## src/rtl/iccm_loader.sv

```systemverilog
// ICCM program loader: packs a little-endian byte stream into 32-bit words, writes
// them to consecutive ICCM addresses and releases the core once the end marker arrives.
module iccm_loader #(
    parameter int          ADDR_W   = 12,
    parameter logic [31:0] END_WORD = 32'h0000_0FFF,
    parameter int          GAP_CYC  = 1024
) (
    input  logic              clk_i,
    input  logic              rst_i,
    input  logic              start_i,
    input  logic [7:0]        rx_byte_i,
    input  logic              rx_valid_i,
    output logic [ADDR_W-1:0] iccm_ctrl_addr_o,
    output logic [31:0]       iccm_ctrl_wdata_o,
    output logic              iccm_ctrl_we_o,
    output logic              prog_rst_no,
    output logic              busy_o,
    output logic              done_o,
    output logic              err_o,
    output logic [ADDR_W:0]   word_cnt_o
);

    localparam int GW = (GAP_CYC > 1) ? $clog2(GAP_CYC) : 1;
    localparam logic [ADDR_W:0] MAX_WORDS = {1'b1, {ADDR_W{1'b0}}};
    localparam logic [ADDR_W:0] CNT_ONE   = {{ADDR_W{1'b0}}, 1'b1};

    typedef enum logic [1:0] {
        IDLE = 2'd0,
        RECV = 2'd1,
        DONE = 2'd2,
        ERR  = 2'd3
    } state_t;

    state_t            state_q, state_d;
    logic [1:0]        byte_cnt_q, byte_cnt_d;
    logic [23:0]       part_q, part_d;
    logic [GW-1:0]     gap_q, gap_d;
    logic              pend_q, pend_d;
    logic [31:0]       pend_data_q, pend_data_d;
    logic [ADDR_W:0]   word_cnt_q, word_cnt_d;
    logic              we_q, we_d;
    logic [ADDR_W-1:0] addr_q, addr_d;
    logic [31:0]       wdata_q, wdata_d;
    logic              busy_q, done_q, err_q, prog_q;
    logic [31:0]       full_word_s;

    assign full_word_s = {rx_byte_i, part_q};

    // Next-state logic; a completed word is staged in pend_q so reset can still drop it.
    always_comb begin
        state_d     = state_q;
        byte_cnt_d  = byte_cnt_q;
        part_d      = part_q;
        gap_d       = gap_q;
        pend_d      = 1'b0;
        pend_data_d = pend_data_q;
        word_cnt_d  = word_cnt_q;
        we_d        = 1'b0;
        addr_d      = addr_q;
        wdata_d     = wdata_q;
        if (pend_q) begin
            we_d       = 1'b1;
            addr_d     = word_cnt_q[ADDR_W-1:0];
            wdata_d    = pend_data_q;
            word_cnt_d = word_cnt_q + CNT_ONE;
        end else begin
            we_d = 1'b0;
        end
        case (state_q)
            IDLE, DONE, ERR: begin
                if (start_i) begin
                    state_d    = RECV;
                    word_cnt_d = '0;
                    byte_cnt_d = 2'd0;
                    gap_d      = '0;
                end else begin
                    state_d = state_q;
                end
            end
            RECV: begin
                if (rx_valid_i) begin
                    gap_d = '0;
                    if (byte_cnt_q == 2'd3) begin
                        byte_cnt_d = 2'd0;
                        if (full_word_s == END_WORD) begin
                            state_d = DONE;
                        end else if (word_cnt_q == MAX_WORDS) begin
                            state_d = ERR;
                        end else begin
                            pend_d      = 1'b1;
                            pend_data_d = full_word_s;
                        end
                    end else begin
                        part_d[8*byte_cnt_q +: 8] = rx_byte_i;
                        byte_cnt_d                = byte_cnt_q + 2'd1;
                    end
                end else if ((GAP_CYC != 0) && (byte_cnt_q != 2'd0)) begin
                    // Stalled partial word: throw it away after GAP_CYC idle cycles.
                    if (gap_q == GW'(GAP_CYC - 1)) begin
                        byte_cnt_d = 2'd0;
                        gap_d      = '0;
                    end else begin
                        gap_d = gap_q + GW'(1);
                    end
                end else begin
                    gap_d = '0;
                end
            end
            default: begin
                state_d = IDLE;
            end
        endcase
    end

    // State and registered outputs; status flags follow the next state.
    always_ff @(posedge clk_i) begin
        if (rst_i) begin
            state_q     <= IDLE;
            byte_cnt_q  <= 2'd0;
            part_q      <= 24'd0;
            gap_q       <= '0;
            pend_q      <= 1'b0;
            pend_data_q <= 32'd0;
            word_cnt_q  <= '0;
            we_q        <= 1'b0;
            addr_q      <= '0;
            wdata_q     <= 32'd0;
            busy_q      <= 1'b0;
            done_q      <= 1'b0;
            err_q       <= 1'b0;
            prog_q      <= 1'b0;
        end else begin
            state_q     <= state_d;
            byte_cnt_q  <= byte_cnt_d;
            part_q      <= part_d;
            gap_q       <= gap_d;
            pend_q      <= pend_d;
            pend_data_q <= pend_data_d;
            word_cnt_q  <= word_cnt_d;
            we_q        <= we_d;
            addr_q      <= addr_d;
            wdata_q     <= wdata_d;
            busy_q      <= (state_d == RECV);
            done_q      <= (state_d == DONE);
            err_q       <= (state_d == ERR);
            prog_q      <= (state_d == DONE);
        end
    end

    assign iccm_ctrl_addr_o  = addr_q;
    assign iccm_ctrl_wdata_o = wdata_q;
    assign iccm_ctrl_we_o    = we_q;
    assign prog_rst_no       = prog_q;
    assign busy_o            = busy_q;
    assign done_o            = done_q;
    assign err_o             = err_q;
    assign word_cnt_o        = word_cnt_q;

endmodule

```

## config.mk

```make
export PLATFORM = sky130hd
export DESIGN_NAME = iccm_loader
export DESIGN_NICKNAME = d
export VERILOG_FILES = /design/src/rtl/iccm_loader.sv
export SDC_FILE = /design/constraint.sdc
export NUM_CORES = 1
export LEC_CHECK = 0
export CAP_MARGIN = 20
export CORE_MARGIN = 2
export CORE_UTILIZATION = 45
export CTS_CLUSTER_SIZE = 20
export DETAILED_ROUTE_END_ITERATION = 10
export HOLD_SLACK_MARGIN = 0.1
export PLACE_DENSITY = 0.69
export SLEW_MARGIN = 10
export SYNTH_ARGS = -nofsm -noshare
export SYNTH_HDL_FRONTEND = slang
export SYNTH_SLANG_ARGS = --single-unit
```

## constraint.sdc

```tcl
create_clock -name clk_i -period 3.2 [get_ports clk_i]
set_input_delay 0.32 -clock clk_i [delete_from_list [all_inputs] [get_ports clk_i]]
set_output_delay 0.32 -clock clk_i [all_outputs]
set_load 0.1 [all_outputs]
```

## After elaboration in Yosys (flattened, before gate mapping)

Index checks and enable logic that the tools add are counted.

| storage, ports and cells | value |
|---|---|
| register bits after elaboration | 132 |
| input port bits | 12 |

| operators by class | value |
|---|---|
| muxes and demuxes | 23 |
| equal/unequal tests | 13 |
| add/sub/neg operators | 4 |
| bitwise logic cells | 5 |
| shift-type cells | 2 |
| reductions and logical operators | 7 |

Operator list:

| operator | number |
|---|---|
| 2-to-1 mux 10 bit | 4 |
| 2-to-1 mux 13 bit | 3 |
| negator 5 -> 34 bit | 1 |
| variable shift 8 x 34 -> 24 bit (first input constant) | 1 |
| variable part select 8 x 34 -> 24 bit | 1 |
| equality test 32 x 12 -> 1 bit (second input constant) | 1 |
| bitwise mux 24 bit | 1 |
| 2-to-1 mux 2 bit | 10 |
| case mux 10 bit (2 select lines) | 1 |
| adder 13 x 1 -> 13 bit (second input constant) | 1 |
| equality test 13 bit (second input constant) | 1 |
| adder 10 x 1 -> 10 bit (second input constant) | 1 |
| equality test 10 bit (second input constant) | 1 |
| equality test 2 bit (second input constant) | 5 |
| case mux 2 bit (2 select lines) | 2 |
| != test 3 bit (second input constant) | 2 |
| AND reduction 3 bit | 2 |
| inverter 1 bit | 5 |
| AND reduction 5 bit | 1 |
| OR reduction 5 bit | 1 |
| equality test 2 x 1 -> 1 bit (second input constant) | 2 |
| OR reduction 3 bit | 1 |
| adder 2 x 1 -> 2 bit (second input constant) | 1 |
| logical NOT 2 bit | 1 |
| 3 further kinds | 4 |

## Depth between registers and ports, before layout

| logic depth | value |
|---|---|
| depth in word-level cells | 7 |
| mapped depth | 7 |
| gate-level depth less buffers | 6 |

## Worst setup path before layout

OpenSTA, ideal clock, no wires.

| timing | value |
|---|---|
| kind | register to register |
| start | register word_cnt_q[0] (netlist: word_cnt_o[0]) |
| end | register pend_data_q[10] |
| setup slack | 0.954 ns |
| data required time | 3.080 ns |
| arrival | 2.126 ns |
| cell stages (with the launch flop) | 8 |
| period minus slack after synthesis | 2.246 ns |
| path buffers | 1 |
| path through | dfxtp_1 > inv_1 > ha_1 > nor4b_1 > nand3_1 > o211ai_4 > buf_6 > mux2i_1 |

| between the ends | value |
|---|---|
| longest elaborated chain between the ends | 3 |

Ends and longest elaborated chain:

| item | RTL line | text |
|---|---|---|
| from (decl) | 40 | `logic [ADDR_W:0] word_cnt_q, word_cnt_d;` |
| from (signal assigned) | 139 | `word_cnt_q <= word_cnt_d;` |
| equality test 13 bit | 87 | `end else if (word_cnt_q == MAX_WORDS) begin` |
| inverter 1 bit (no source line) | -- |  |
| AND reduction 5 bit (no source line) | -- |  |
| to (signal assigned) | 138 | `pend_data_q <= pend_data_d;` |
| to (decl) | 39 | `logic [31:0] pend_data_q, pend_data_d;` |

No other way between the ends.
A chain may end at the register's enable or synchronous reset.

## Worst setup path after layout

| timing | value |
|---|---|
| start | register word_cnt_q[3] (netlist: word_cnt_o[3]) |
| end | output word_cnt_o[3] |

RTL lines:

| item | RTL line | text |
|---|---|---|
| to (decl) | 20 | `output logic [ADDR_W:0] word_cnt_o` |

No word-level cell between the ends.

==> impl_results.md <==
- Clk_lat worst skew: slightly above 0.4 ns
- Worst EP required: 2.88 ns
- Critical path, cell by cell: clkdlybuf4s50_1
- Via count of the first global-routing pass: 4021
- Arrival time of data at the critical path endpoint: 2.10 ns
- Level count of the clock H-tree: 4
- X dimension of the die: 113 microns
- Number of I/O port buffers: 73
- Clock sink total: 132
- Final period util: 75.6%
- Wire length of the first global-routing pass: just under 20 mm
- Net count after synthesis: 601
- Ant diodes: 0
- Post-layout min period: 2.42 ns
- 1st-pass router iterations: 4
- Remaining number of nets flagged by the antenna check after routing: 0
- Pin count of the biggest net entering global routing: 76
- Critical Path Max Stage Delay: 1.20 ns
- CTS Hold Bufs: 0
- Worst Setup Path Type: flop to primary output
- Number of max-slew violations in the final report: 0
- Cell family with the largest share of critical-path delay: buffers and inverters
- Share of the synthesized area in compound gates (AO/OA/AOI/OAI): 7.25%
- Result of the run: finished, final reports clean
- Number of buffers created by CTS: 17
- Average footprint of a synthesized cell: slightly above 9 sq um
- Area share of the leading cell type in the synthesized netlist: 49.7%
- Average wire per standard cell: 14.7 microns
- Row Count: 39
- Transition time at the pin with the least slew margin: 1.00 ns
- Total chip power: 3650 uW
- Max-slew headroom at the worst pin: 33.0%
- DP HPWL: 8.05 mm
- Total setup buffers inserted after CTS: 0
- Clk buf depth: 2
- Post-synthesis mux area share: between 10% and 20%
- Clock tree from TritonCTS: done
- Post-detailed-route DRC marker count: 0
- Final sum of negative setup slack: 0 ns
- Area inside the core boundary: 11500 sq um
- GRT Overall Usage: 19.5%
- Most frequent standard cell in the layout excluding fill and tap cells: sky130_fd_sc_hd__dfxtp_1
- Async SR Flop Fraction: 0%
- Die Y: roughly 110 microns
- Synth top area cells: sky130_fd_sc_hd__dfxtp_1 50%, sky130_fd_sc_hd__mux2i_1 15%, sky130_fd_sc_hd__nand2_1 7.2%, sky130_fd_sc_hd__nor2_1 4.5%, sky130_fd_sc_hd__a21oi_1 3.2%
- Seq/Total Area, Yosys: between 40% and 50%
- Adder-Cell Fraction of Synth Area: under 10%
- Hold WC Path Type: flop to flop
- CP Buf/Inv Count: 1
- Area of the die: 12700 sq um
- Peak clock frequency supported by timing: 0.413 GHz
- Count of nets after finishing: 669
- Overall overflow remaining after global route: 0
- Number of cells upsized or downsized after cts: 0
- Crit end category: primary output
- Power density of the placed cells: 544 nW/um^2
- Most frequent cells in the layout: 131 x sky130_fd_sc_hd__dfxtp_1, 102 x sky130_fd_sc_hd__nand2_1, 77 x sky130_fd_sc_hd__mux2i_1, 70 x sky130_fd_sc_hd__clkdlybuf4s50_1, 64 x sky130_fd_sc_hd__nor2_1
- XOR/XNOR Fraction of Synth Area: between 2 and 3%
- Critical-path maximum fanout: 7
- Cell area after synthesis: 5320 sq um
- Largest area contributor in the netlist: sky130_fd_sc_hd__dfxtp_1
- Fraction of layout cells with a size suffix above 1: around 6.5%
- Total number of vias: ~4.2k
- Final Routed Wirelength: 11.8 mm
- Ports placed on the boundary: 74
- Cell at the slowest stage of the critical path: sky130_fd_sc_hd__clkdlybuf4s50_1
- Most used flip-flop cell after synthesis: sky130_fd_sc_hd__dfxtp_1
- Count of flip-flops with a built-in enable after synthesis: 0
- Largest voltage drop on the vdd net: between 300 and 400 uV
- Number of vias per cell: 5.23
- Number of antenna violations at the first check in global routing: 0
- Number of warnings reported in the yosys synthesis log: 0
- Main combinational cell family by area after synthesis: simple AND/OR/NAND/NOR gates
- Number of hold-slack violations in the final timing report: 0
- Starting density of the core: 46.4%
- Instance count of the mapped netlist: 581
- CTS clk-pin slew, worst paths: ~0.05 ns
- Layout-stage area growth over the synthesis result: 26.2%
- Launching element type of the critical path: flop
- Area fraction in and, or, nand and nor cells after synthesis: 20.6%
- Total of endpoints with negative setup slack in the final report: 0
- Setup Skew: 0.00498 ns
- Gpl congestion: about 0.93
- Number of unique standard cell types used by synthesis: 43
- Hold WS: around 0.46 ns
- Number of maximum-capacitance constraint violations: 0
- Leakage dissipation: 0.00244 uW
- Synth Register Bits: between 100 and 150
- Unrepaired setup endpoints after global routing: no
- Root buf cell: sky130_fd_sc_hd__clkbuf_16
- Violation count after the first detailed-route iteration: 290
-- report_power, final --
group          leakage [uW]  internal, uW  switching [uW]
clock network      0.000279          1200             667
registers           0.00106          1650            7.11
logic               0.00109          35.4            86.3
total               0.00244          2890             760
-- worst reg2reg max path, cell delays in order (launching register included) --
cell,delay (ns)
sky130_fd_sc_hd__dfxtp_1,0.32
sky130_fd_sc_hd__or4b_1,0.53
sky130_fd_sc_hd__or4_4,0.54
sky130_fd_sc_hd__o211ai_4,0.16
sky130_fd_sc_hd__buf_4,0.50
sky130_fd_sc_hd__mux2i_1,0.28
-- worst paths after layout --
| path | start | end | slack, ns | cells past startpoint |
|---|---|---|---|---|
| worst max-delay path | word_cnt_o[3]$_SDFF_PP0_ | word_cnt_o[3] | 0.78 | 1 |
| worst min-delay path | pend_data_q[23]$_SDFFE_PP0P_ | pend_data_q[23]$_SDFFE_PP0P_ | 0.46 | 2 |
| worst min register to register | pend_data_q[23]$_SDFFE_PP0P_ | pend_data_q[23]$_SDFFE_PP0P_ | 0.46 | 2 |
| worst max register to register | part_q[16]$_SDFFE_PP0P_ | pend_data_q[6]$_SDFFE_PP0P_ | 0.79 | 5 |
-- cell families after synthesis --
| logic type | after synthesis |
|---|---|
| AOI/OAI and AO/OA | 63 |
| xor gates and xnor gates | 16 |
| adders and majority gates | 8 |
| buffers and inverters | 42 |
| DFF | 132 |
| muxes | 77 |
| and+or+nand+nor | 243 |
-- flip-flops by register name, indices dropped and copies added (netlist names) --
name / flops
gap_q: 10
iccm_ctrl_we_o: 1
iccm_ctrl_wdata_o: 32
byte_cnt_q: 2
err_o: 1
pend_q: 1
word_cnt_o: 13
iccm_ctrl_addr_o: 12
part_q: 24
prog_rst_no: 1
state_q: 2
pend_data_q: 32
busy_o: 1
-- through the flow --
stage	setup WS (ns)	utilization, %	instances	cell area (sq um)
2_1_floorplan	0.954	-	581	5320
3_5_place_dp	0.673	53.5	773	6130
6_report	0.781	58.5	805	6710
5_1_grt	0.714	58.5	805	6710
4_1_cts	0.774	58.5	805	6710
3_3_place_gp	0.753	53.5	773	6130
-- cell usage after synthesis (2+ instances only) --
master,number
sky130_fd_sc_hd__or3_1,4
sky130_fd_sc_hd__nor2_1,64
sky130_fd_sc_hd__xor2_1,9
sky130_fd_sc_hd__a21o_1,2
sky130_fd_sc_hd__o21ai_0,10
sky130_fd_sc_hd__and2_1,3
sky130_fd_sc_hd__ha_1,8
sky130_fd_sc_hd__nor3_1,5
sky130_fd_sc_hd__inv_1,9
sky130_fd_sc_hd__nor3b_1,3
sky130_fd_sc_hd__nor4b_1,3
sky130_fd_sc_hd__a211oi_1,2
sky130_fd_sc_hd__nor4_1,7
sky130_fd_sc_hd__mux2i_1,77
sky130_fd_sc_hd__nor2b_1,2
sky130_fd_sc_hd__buf_1,7
sky130_fd_sc_hd__and4_1,2
sky130_fd_sc_hd__clkbuf_1,21
sky130_fd_sc_hd__o2111ai_1,2
sky130_fd_sc_hd__o21a_1,2
sky130_fd_sc_hd__nand4b_1,2
sky130_fd_sc_hd__nand4_1,8
sky130_fd_sc_hd__buf_6,3
sky130_fd_sc_hd__a21oi_1,34
sky130_fd_sc_hd__nand2_1,102
sky130_fd_sc_hd__dfxtp_1,132
sky130_fd_sc_hd__xnor2_1,7
sky130_fd_sc_hd__and3_1,3
sky130_fd_sc_hd__nand3_1,32
sky130_fd_sc_hd__o211ai_1,3
-- metal layers --
layer	wire, microns	track usage [%]	vias up	part of all wire (%)
met5	0	0	-	0
met4	265	9.19	0	2.2
met3	473	4.64	22	4.0
met2	5420	29.5	92	46
met1	5640	26.4	1970	48
li1	-	-	2125	-
-- final cells by class --
class | instances | area [sq um]
Timing Repair Buffer | 81 | 781
Tap cell | 143 | 179
Sequential cell | 132 | 2640
Multi-Input combinational cell | 407 | 2490
Inverter | 10 | 37.5
Fill cell | 1021 | 4760
Clock inverter | 9 | 103
Clock buffer | 23 | 478
(Power assumes the default switching activity.)
